### src/rtl/sipo_rx.sv
// sipo_rx: serial-in/parallel-out receiver.
// Reassembles WIDTH-bit words from a qualified serial stream (s_en marks the
// bits) and hands them to a consumer over a valid/ready interface. A word that
// completes while the previous one is still unconsumed is dropped and the
// sticky overrun flag is raised. clr flushes the partial word, the pending
// word and the overrun flag; p_out itself keeps its last value.
module sipo_rx #(
   parameter int WIDTH     = 4,
   parameter bit MSB_FIRST = 1'b1
) (
   input  logic             clk,
   input  logic             rst,
   input  logic             s_in,
   input  logic             s_en,
   input  logic             clr,
   output logic [WIDTH-1:0] p_out,
   output logic             p_valid,
   input  logic             p_ready,
   output logic             busy,
   output logic             overrun
);

   localparam int CNT_W = $clog2(WIDTH);
   localparam logic [CNT_W-1:0] LAST_BIT = CNT_W'(WIDTH - 1);
   localparam logic [CNT_W-1:0] CNT_ONE  = CNT_W'(1);

   typedef enum logic {
      IDLE = 1'b0,
      RECV = 1'b1
   } state_t;

   state_t           state_q, state_d;
   logic [CNT_W-1:0] cnt_q, cnt_d;
   logic [WIDTH-1:0] sh_q, sh_d;
   logic [WIDTH-1:0] sh_shift;
   logic             word_done;

   // Shift register contents including the bit sampled on this edge.
   always_comb begin
      if (MSB_FIRST) begin
         sh_shift = {sh_q[WIDTH-2:0], s_in};
      end else begin
         sh_shift = {s_in, sh_q[WIDTH-1:1]};
      end
   end

   // Next-state logic: bit counting, word completion and flush.
   always_comb begin
      state_d   = state_q;
      cnt_d     = cnt_q;
      sh_d      = sh_q;
      word_done = 1'b0;
      if (clr) begin
         // Flush wins over any bit arriving on the same edge.
         state_d = IDLE;
         cnt_d   = '0;
         sh_d    = '0;
      end else if (s_en) begin
         sh_d = sh_shift;
         unique case (state_q)
            IDLE: begin
               state_d = RECV;
               cnt_d   = CNT_ONE;
            end
            RECV: begin
               if (cnt_q == LAST_BIT) begin
                  // WIDTH-th bit: the word is complete on this edge.
                  state_d   = IDLE;
                  cnt_d     = '0;
                  word_done = 1'b1;
               end else begin
                  cnt_d = cnt_q + CNT_ONE;
               end
            end
            default: begin
               state_d = IDLE;
               cnt_d   = '0;
            end
         endcase
      end
      // s_en=0 leaves state, counter and shift register untouched.
   end

   // Receive-side state register.
   always_ff @(posedge clk or negedge rst) begin
      if (!rst) begin
         state_q <= IDLE;
         cnt_q   <= '0;
         sh_q    <= '0;
      end else begin
         state_q <= state_d;
         cnt_q   <= cnt_d;
         sh_q    <= sh_d;
      end
   end

   // Output word, valid handshake and sticky overrun flag.
   always_ff @(posedge clk or negedge rst) begin
      if (!rst) begin
         p_out   <= '0;
         p_valid <= 1'b0;
         overrun <= 1'b0;
      end else if (clr) begin
         p_valid <= 1'b0;
         overrun <= 1'b0;
      end else if (word_done) begin
         if (!p_valid || p_ready) begin
            // Slot is free, or is being emptied on this very edge.
            p_out   <= sh_shift;
            p_valid <= 1'b1;
         end else begin
            // Consumer is stalled: drop the new word and remember it.
            overrun <= 1'b1;
         end
      end else if (p_valid && p_ready) begin
         p_valid <= 1'b0;
      end
   end

   assign busy = (state_q == RECV);

endmodule

### config.mk
export PLATFORM = sky130hd
export DESIGN_NAME = sipo_rx
export DESIGN_NICKNAME = d
export VERILOG_FILES = /design/src/rtl/sipo_rx.sv
export SDC_FILE = /design/constraint.sdc
export NUM_CORES = 1
export LEC_CHECK = 0
export CAP_MARGIN = 20
export CORE_AREA = 2 2 39 41
export CTS_BUF_LIST = sky130_fd_sc_hd__clkbuf_16
export CTS_CLUSTER_SIZE = 14
export DETAILED_ROUTE_END_ITERATION = 12
export DIE_AREA = 0 0 41 43
export GPL_TIMING_DRIVEN = 1
export PLACE_DENSITY = 0.71
export SLEW_MARGIN = 10
export SYNTH_ARGS = -nofsm -noshare
export SYNTH_HDL_FRONTEND = slang
export SYNTH_SLANG_ARGS = --single-unit
### constraint.sdc
create_clock -name clk -period 2.7 [get_ports clk]
set_input_delay 0.405 -clock clk [delete_from_list [all_inputs] [get_ports clk]]
set_output_delay 0.405 -clock clk [all_outputs]
set_load 0.05 [all_outputs]
Word-level counts from Yosys, hierarchy flattened
Index checks and enable logic that the tools add are counted.
Widths: inputs -> output; s select.
- flip-flop bits (word level): 12
- input bits: 6
- logic and storage cells: 42
- $add $sub $neg: 1
- equal/unequal tests: 3
- mux-type cells: 21
- bitwise logic cells: 2
- reductions and logical operators: 9
- operators with widths (operator ; number):
    $mux 1 ; 14
    $mux 2 ; 3
    $mux 3 ; 2
    $pmux 2 s2 ; 1
    $reduce_and 2->1 ; 2
    $reduce_bool 2->1 ; 2
    $ne 3x2->1 const B ; 1
    $reduce_and 3->1 ; 1
    $reduce_bool 3->1 ; 1
    $add 2x1->2 const B ; 1
    $eq 2x2->1 const B ; 1
    $ne 2x2->1 const B ; 1
    $not 1->1 ; 2
    $pmux 1 s2 ; 1
    $logic_and 1x1->1 ; 1
    $logic_not 1->1 ; 1
    $logic_or 1x1->1 ; 1

Longest topological paths before layout
- depth in word-level cells: 7
- gate-level depth with buffers: 4
- depth with buffers taken out: 4

Least setup slack after synthesis
OpenSTA, ideal clock, no wires.
- kind: reg2reg
- start: register state_q, in the netlist busy
- end: register p_out[0]
- data arrival time: 1530 ps
- path slack: 1045 ps
- stages on the path, launching flop included: 4
- buffers on the path: 0
- cells stage by stage: dfrtp_1 -> and3_4 -> nor3b_4 -> mux2_2
- longest elaborated chain between the ends: 4
- RTL lines (element ; RTL line ; RTL):
    start, declared ; 32 ; state_t state_q, state_d;
    start signal, assigned ; 91 ; state_q <= state_d;
    $mux 1 ; 60 ; unique case (state_q)
    $mux 1 ; 58 ; end else if (s_en) begin
    $mux 1 ; 53 ; if (clr) begin
    $reduce_and 3->1 (no line) ; -- ;
    end signal, assigned ; 109 ; p_out <= sh_shift;
    end, declared ; 16 ; output logic [WIDTH-1:0] p_out,
Every way passes these cells.
A chain may end at the register's enable or synchronous reset.

Final worst setup path
- start: register state_q, in the netlist busy
- end: output busy
- RTL lines (element ; RTL line ; RTL):
    end, declared ; 19 ; output logic busy,
No word-level cell between the ends.

==> summary.md <==
| Metric | Value |
|---|---|
| Outcome | complete, no violations |
| # setup viols final | 0 |
| Crit share post-route | 68.9% |
| Setup slack, reg-to-reg | between 1000 and 1500 ps |
| Die Wd | ~41 µm |
| First-pass GRT wire length | ~1400 µm |
| HP Start | overrun |
| Slew Limit Headroom | about two thirds |
| Postcts setup bufs | 0 |
| Worst Hold Class | reg -> reg |
| Final Net Count | 62 |
| Multi-input gate area | 193 µm² |
| # diodes | 0 |
| Switching Fraction | 19.0% |
| FP Rows | 14 |
| Crit path DAT | roughly 1500 ps |
| Critical path's largest stage delay | approximately 800 ps |
| Max frequency | between 500 and 600 MHz |
| Hold path depth | 2 |
| Avg Cell Area, Syn | approximately 13 µm² |
| Max FO, Critical Path | 5 |
| Initial antenna violation count | 0 |
| Final Cell Area | roughly 700 µm² |
| Syn Inst Count | 40 |
| Slowest-stage cell, CP | clkdlybuf4s50_1 |
| Crit end category | primary output |
| Crit-path leading delay family | buffers and inverters |
| WP buf/inv | 1 |
| Combinational share of power | around 6.7% |
| Max_cap viols | 0 |
| Total I/O pin count | 13 |
| Via density | 4.76 |
| Netlist area before placement | 508 µm² |
| CTS Hold Bufs | 0 |
| Tmin final | about 1900 ps |
| Worst Max-Slew Pin Slew | 522 ps |
| Worst reg2reg path startpoint | cnt_q[0] |
| Area growth syn-to-layout | 40.1% |
| Initial Utilization | a little under two fifths |
| Gpl congestion | roughly 0.75 |
| Clock Tree Root | clkbuf_16 |
| NetSw | 0.0000926 W |
| Setup_tns | 0 ps |
| DRC | 0 |
| Average routed wire per standard cell | 12.1 µm |
| Fin. max-slew vios | 0 |
| Top cell type's share of synthesized area | approximately three fifths |
| Port Buffers | 12 |
| Seq/Total Area, Yosys | 59.1% |
| Grt total ovfl | 0 |
| CTS Buffer Depth | 2 |
| Synth area leaders | dfrtp_1 (59%), mux2_2 (8.9%), mux2i_1 (5.9%), nor2_1 (5.9%), nor3b_4 (3.7%) |
| Final ANT Viol Nets | 0 |
| Clk pwr share | between 50 and 60% |
| First-pass DRT Iterations | 2 |
| CTS buffer count | 3 |
| Layout cells sized above 1 | 16.7% |
| Part of the power in registers | between 30% and 40% |
| # fillers | roughly 140 |
| Critical path class | reg -> out |
| R2r endpoint | p_out[3] |
| Total die area | roughly 1800 µm² |
| Clock skew | roughly 1.6 ps |
| Reg clk slew, reported paths | 40 ps |
| Leak | 0.324 nW |
| WP data required | roughly 2300 ps |
| #FFs+latches synth | 12 |
| Largest net degree at the start of global routing | 13 |
| Tot GR Track Use | around an eighth |
| CP startpoint kind | flop |
| Syn_nets | 47 |
| Unrepaired setup endpoints after global routing | no |
| Final wirelength | 848 µm |
| Final hold violations | 0 |
| Die Height | roughly 43 µm |
| Vias in the first global route | 331 |
| Synthesis Warnings | 0 |
| Largest area contributor in the netlist | dfrtp_1 |
| Crit-path cells | clkdlybuf4s50_1 |
| Hold EP | overrun |
| Initial DRC count | 1 |
| Vias | between 300 and 400 |
| Reg area | approximately 300 µm² |
| Core Region | between 1000 and 1500 µm² |
| R2R cell count | 4 |
| Clk sink count | 12 |
| PD cells | ~680 nW/µm² |
| TritonCTS clock tree | done |
| Worst vdd ir | roughly 0.43 mV |
| Post-CTS Resized | 0 |
| Number of H-tree levels | 1 |
| Dpl cell area | approximately 630 µm² |
| Post-synth cell types | 16 |
| Clk Latency, worst-skew pair | roughly 240 ps |
| Internal Pwr Total | 0.000394 W |
| Post-route total power | approximately 0.00049 W |
cell usage after synthesis (all sizes together):
| cell type | n |
|---|---|
| dfrtp | 12 |
| nor2 | 8 |
| mux2 | 4 |
| mux2i | 3 |
| a21oi | 2 |
| and3 | 1 |
| buf | 1 |
| clkbuf | 1 |
| ha | 1 |
| nand2b | 1 |
| nand3 | 1 |
| nor2b | 1 |
| nor3 | 1 |
| nor3b | 1 |
| o211ai | 1 |
| o21ai | 1 |
layer usage:
layer  vias up  part of all wire [%]  GRT usage (%)
met2         8                    50           15.9
met5         -                     0              0
met4         0                     0           6.00
met1       161                    46           15.9
li1        164                     -              -
met3         0                   4.2           6.28
registers in the layout, indices dropped and copies added, names as in the netlist:
| register | flops |
|---|---|
| p_valid | 1 |
| overrun | 1 |
| p_out | 4 |
| sh_q | 3 |
| busy | 1 |
| cnt_q | 2 |
worst max path at each step:
stage,from,end,slack [ps],depth (start not counted)
3_3_place_gp,s_en,p_out[1],620,4
3_5_place_dp,s_en,p_out[3],600,4
2_1_floorplan,busy,p_out[0],1050,3
6_report,busy,busy,840,1
5_1_grt,s_en,p_out[1],780,4
4_1_cts,busy,busy,820,1
cell type report:
type / count / share of cell area [%]
Timing Repair Buffer: 12 / 16.9
Clock buffer: 3 / 10.5
Clock inverter: 1 / 0.527
Sequential cell: 12 / 42.2
Multi-Input combinational cell: 26 / 27.1
Tap cell: 16 / 2.81
through the flow:
stage | std cells | utilization, % | hold slack, ps | worst slack [ps]
final | 70 | 51.4 | 502 | 840
after global routing | 70 | 51.4 | 529 | 783
after CTS | 70 | 51.4 | 507 | 821
after detailed placement | 66 | 45.8 | 496 | 602
after global placement | 66 | 45.8 | 486 | 625
after floorplan | 40 | - | 109 | 1050
power by group through the flow:
stage	Clock, W	Sequential (W)	Combinational (W)
final	0.000265	0.000190	0.0000326
after global routing	0.000285	0.000190	0.0000360
after CTS	0.000272	0.000190	0.0000333
after detailed placement	0	0.000192	0.0000332
after global placement	0	0.000192	0.0000329
after floorplan	0	0.000198	0.0000125
placed cells by master, fill, tap and decap left out, types with 2 or more instances in the layout:
cell type        count
mux2_2               4
clkdlybuf4s50_1     12
a21oi_1              2
mux2i_1              3
dfrtp_1             12
nor2_1               8
clkbuf_16            3
kinds of logic (layout without fill, tap and decap cells):
group | Yosys count | after routing | share of synthesized area (%)
AO/OA/AOI/OAI | 4 | 4 | 4.43
adder cells (fa/ha/maj) | 1 | 1 | 2.46
buffers and inverters | 2 | 16 | 2.95
flip-flops | 12 | 12 | 59.1
multiplexers | 7 | 7 | 14.8
AND/OR/NAND/NOR | 14 | 14 | 16.3
Power figures use the tool's default switching activity.
